`config.mk`:
```
export PLATFORM = sky130hd
export DESIGN_NAME = sipo_deserializer
export DESIGN_NICKNAME = d
export VERILOG_FILES = /design/src/rtl/sipo_deserializer.sv
export SDC_FILE = /design/constraint.sdc
export NUM_CORES = 1
export LEC_CHECK = 0
export CORE_UTILIZATION = 40
export CTS_BUF_LIST = sky130_fd_sc_hd__clkbuf_16
export CTS_CLUSTER_SIZE = 16
export DETAILED_ROUTE_END_ITERATION = 7
export PLACE_DENSITY = 0.71
export SYNTH_ARGS = -nofsm -noshare
export SYNTH_HDL_FRONTEND = slang
export SYNTH_SLANG_ARGS = --single-unit
```
`constraint.sdc`:
```
create_clock -name i_clk -period 1.1 [get_ports i_clk]
set_clock_uncertainty 0.05 [all_clocks]
set_input_delay 0.11 -clock i_clk [delete_from_list [all_inputs] [get_ports i_clk]]
set_output_delay 0.11 -clock i_clk [all_outputs]
set_load 0.005 [all_outputs]
```
`src/rtl/sipo_deserializer.sv`:
```
// Serial-to-parallel receiver: gathers WIDTH strobed bits into a word and
// presents it through a one-word valid/ready holding register with sticky overrun.
module sipo_deserializer #(
    parameter int unsigned WIDTH     = 4,
    parameter bit          MSB_FIRST = 1'b1
) (
    input  logic             i_clk,
    input  logic             i_rst,
    input  logic             i_in,
    input  logic             i_in_valid,
    input  logic             i_frame,
    output logic [WIDTH-1:0] o_dout,
    output logic             o_dout_valid,
    input  logic             i_dout_ready,
    output logic             o_busy,
    output logic             o_overrun,
    input  logic             i_ovr_clr
);

    localparam int unsigned CW = $clog2(WIDTH);
    localparam logic [CW-1:0] LAST_CNT = CW'(WIDTH - 1);

    typedef enum logic {
        S_IDLE  = 1'b0,
        S_SHIFT = 1'b1
    } state_t;

    state_t             r_state;
    state_t             w_state_nxt;
    logic [CW-1:0]      r_cnt;
    logic [CW-1:0]      w_cnt_nxt;
    logic [WIDTH-1:0]   r_shift;
    logic [WIDTH-1:0]   w_shift_nxt;
    logic [WIDTH-1:0]   w_shifted;
    logic [WIDTH-1:0]   w_first;
    logic               w_complete;
    logic               w_accept;
    logic [WIDTH-1:0]   r_dout;
    logic [WIDTH-1:0]   w_dout_nxt;
    logic               r_dout_valid;
    logic               w_dout_valid_nxt;
    logic               r_overrun;
    logic               w_overrun_nxt;

    // Bit ordering: the shifted-in bit and the first bit of a framed word
    always_comb begin
        if (MSB_FIRST) begin
            w_shifted = {r_shift[WIDTH-2:0], i_in};
            w_first   = {{(WIDTH-1){1'b0}}, i_in};
        end else begin
            w_shifted = {i_in, r_shift[WIDTH-1:1]};
            w_first   = {i_in, {(WIDTH-1){1'b0}}};
        end
    end

    // Next-state: bit counter, shift register and holding register
    always_comb begin
        w_state_nxt      = r_state;
        w_cnt_nxt        = r_cnt;
        w_shift_nxt      = r_shift;
        w_complete       = 1'b0;
        w_accept         = r_dout_valid & i_dout_ready;
        w_dout_nxt       = r_dout;
        w_dout_valid_nxt = r_dout_valid;
        w_overrun_nxt    = r_overrun;

        if (i_in_valid) begin
            if (i_frame) begin
                // A frame marker always restarts, even on what would be the last bit
                w_shift_nxt = w_first;
                w_cnt_nxt   = CW'(1);
            end else begin
                w_shift_nxt = w_shifted;
                if (r_cnt == LAST_CNT) begin
                    w_complete = 1'b1;
                    w_cnt_nxt  = '0;
                end else begin
                    w_cnt_nxt = r_cnt + CW'(1);
                end
            end
        end

        w_state_nxt = (w_cnt_nxt == '0) ? S_IDLE : S_SHIFT;

        if (i_ovr_clr) begin
            w_overrun_nxt = 1'b0;
        end

        // A drop in the same cycle as a clear leaves overrun set
        if (w_complete) begin
            if (!r_dout_valid || w_accept) begin
                w_dout_nxt       = w_shifted;
                w_dout_valid_nxt = 1'b1;
            end else begin
                w_overrun_nxt = 1'b1;
            end
        end else if (w_accept) begin
            w_dout_valid_nxt = 1'b0;
        end
    end

    always_ff @(posedge i_clk) begin
        if (i_rst) begin
            r_state      <= S_IDLE;
            r_cnt        <= '0;
            r_shift      <= '0;
            r_dout       <= '0;
            r_dout_valid <= 1'b0;
            r_overrun    <= 1'b0;
        end else begin
            r_state      <= w_state_nxt;
            r_cnt        <= w_cnt_nxt;
            r_shift      <= w_shift_nxt;
            r_dout       <= w_dout_nxt;
            r_dout_valid <= w_dout_valid_nxt;
            r_overrun    <= w_overrun_nxt;
        end
    end

    assign o_dout       = r_dout;
    assign o_dout_valid = r_dout_valid;
    assign o_busy       = (r_state == S_SHIFT);
    assign o_overrun    = r_overrun;

endmodule

```
==> metrics.yaml <==
synthesis:
  synth-seq-cells: 12
  synth.distinct_cells: 17
  yosysWarnings: 0
  yosysTopAreaCell: "dfxtp_1"
  synthCells: 50
  syn_area_per_cell_sq_um: 10.59
  netlist_top_cells_area: "dfxtp_1 (45%), nand2b_1 (14%), mux2i_1 (9.5%)"
  netlist_area_sq_um: 529.3
  yosysSeqAreaShare_pct: 45.39
  syn_nets: 58
  yosysTopAreaCellShare_pct: 45.39
timing:
  finalCriticalPeriod_ns: 1.105
  worst_slew_pin_slew_ns: 0.2354
  period_share_pct: 100.5
  hold_ws_ns: 0.3664
  setup-violations-final: 1
  tns_ns: -0.005419
  rsz0062_at_grt: "yes"
  fmax_ghz: 0.9046
  maxSlewViolCount: 0
  slew-limit-headroom_pct: 84.31
  fin_ws_ns: -0.005419
  hold_viol: 0
worst_setup_path:
  start_kind: "register"
  crit_required_ns: 1.21
  worstRegToRegCells: 4
  critPathArrivalTime_ns: 1.22
  cp-end-kind: "register"
  r2r_start: "r_cnt[1]$_SDFF_PP0_"
  cp_max_fo: 4
  r2r_end: "o_dout[2]$_SDFFE_PP0P_"
  critPathKind: "register to register"
  reg2reg_slack_ns: -0.005
drt:
  drt-initial-drc-count: 5
  vias: 396
  antenna_left: 0
  dr.pass1.iters: 3
  via_per_inst: 4.714
  drc_errors: 0
  routed_wl_microns: 892
  avgRoutedWirePerCell_microns: 10.62
placement:
  dp.cells: 81
  place_area_sq_um: 715.7
  gp_congestion: 0.7020
  hpwl_microns: 635.3
  dpl_worst_slack_ns: -0.2629
  portBuffers: 13
die:
  dieArea_sq_um: 1473
  core-area_sq_um: 1171
  dieHeight_microns: 38.38
  rows: 12
  dieWidth_microns: 38.38
  initial_core_util_pct: 45.19
  num_io_pins: 14
min_path:
  hold_class: "primary input to register"
  holdCritStartpoint: "i_in_valid"
  hold_path_depth: 3
  whs_endpoint: "r_cnt[1]$_SDFF_PP0_"
cts:
  clk_path_buf_depth: 2
  cts_root_buf: "clkbuf_16"
  clock_latency_ns: 0.23
  clk_pin_slew_ns: 0.04
  clock_tree.htree_level_count: 1
  cts_made_buffers: 3
  clkSinkCount: 12
  cts_tree: "built"
cells_and_area:
  fillers: 96
  layout_common_cells: "nand2b_1 (12), dfxtp_1 (10), dlygate4sd2_1 (8)"
  final_common_cell: "nand2b_1"
  fin_area_sq_um: 805.8
  stdcell_count: 84
  post-route-util_pct: 68.80
  area_delta_synth_final_pct: 52.25
  drive_gt1_share_pct: 25.71
  nets: 80
  antennaDiodeCount: 0
global_routing:
  grt_pass1_vias: 357
  grt_overflow_total: 0
  grt_max_degree: 13
  grt_pass1_wl_mm: 1.476
  antenna_found_initial: 0
  grt_usage_pct: 15.10
pwr:
  peakVddDrop_mv: 0.9271
  finalPower_mw: 1.189
  power.leakage_nw: 0.3509
  powerDensity_nw_per_um2: 1475
flow_run:
  cap_violations: 0
outcome:
  status: "finished with violations"
  violations: "setup timing"
[layout make-up]
type                       instances  area (sq um)  share of cell area, %
multi-input combinational         34         281.5                  34.94
clock buffer                       3         75.07                  9.317
inverter                           1         3.754                 0.4658
tap                               14         17.52                  2.174
sequential                        12         242.7                  30.12
timing repair buffer              20         185.2                  22.98
[state kept, by name, summed over array words and instances, names as in the netlist]
signal	count
o_busy	1
o_dout	4
o_dout_valid	1
o_overrun	1
r_cnt	2
r_shift	3
[worst max-delay path: stages (launching register included)]
cell      delay (ns)
dfxtp_2         0.35
ha_4            0.14
nand3b_4        0.09
nor2b_4         0.20
mux2i_1         0.20
[cell families after synthesis]
family / count (synthesis) / share of synthesized area (%)
multiplexers: 5 / 9.457
flip-flops: 12 / 45.39
buffers and inverters: 4 / 5.672
AND/OR/NAND/NOR: 23 / 32.15
AO/OA/AOI/OAI: 5 / 4.965
adder cells (fa/ha/maj): 1 / 2.364
[worst max path at each step]
stage,cells after the start,slack (ns),endpoint,start
detailed placement,4,-0.26,o_dout[2]$_SDFFE_PP0P_,i_in_valid
global route,4,-0.09,o_dout[3]$_SDFFE_PP0P_,r_cnt[1]$_SDFF_PP0_
floorplan,5,0.006,o_dout[0]$_SDFFE_PP0P_,r_cnt[0]$_SDFF_PP0_
finish,4,-0.005,o_dout[2]$_SDFFE_PP0P_,r_cnt[1]$_SDFF_PP0_
global placement,4,-0.23,o_dout[3]$_SDFFE_PP0P_,i_in_valid
CTS,4,-0.03,o_dout[2]$_SDFFE_PP0P_,r_cnt[1]$_SDFF_PP0_
[routing by layer]
metal  global-route usage (%)  vias up  wire (microns)  share of wire [%]
met2                    22.03       11             418                 47
met3                    3.488        2              43                4.8
met4                    10.34        0               9                1.0
li1                         -      206               -                  -
met1                    19.49      177             420                 47
met5                        0        -               0                  0
[report_power, final]
part           leakage, nW  internal, mW  total [mW]  switching (mW)
clock network       0.0370         0.472       0.640           0.168
logic                0.216        0.0604      0.0922          0.0317
registers           0.0983         0.449       0.457         0.00761
[synthesized netlist by cell type]
cell type	number
a21oi_1	4
o22ai_1	1
nor2b_4	1
clkbuf_1	1
ha_1	1
nor3_2	1
inv_1	1
nor2b_1	1
buf_6	2
or2_1	1
nor2_1	2
and3b_1	1
mux2i_1	5
nand3b_4	1
dfxtp_1	12
nand3b_1	3
nand2b_1	12
[timing repair]
action / 4_1_cts / 5_1_grt
gates resized for setup: 13 / 1
hold buffers: 0 / 0
pin swaps: 2 / 1
endpoints found under the hold margin: 0 / 0
setup buffers: 0 / 0
setup endpoints to repair: 13 / 6
gates cloned: 0 / 0
Note: power is estimated with default switching activity, not from simulation.
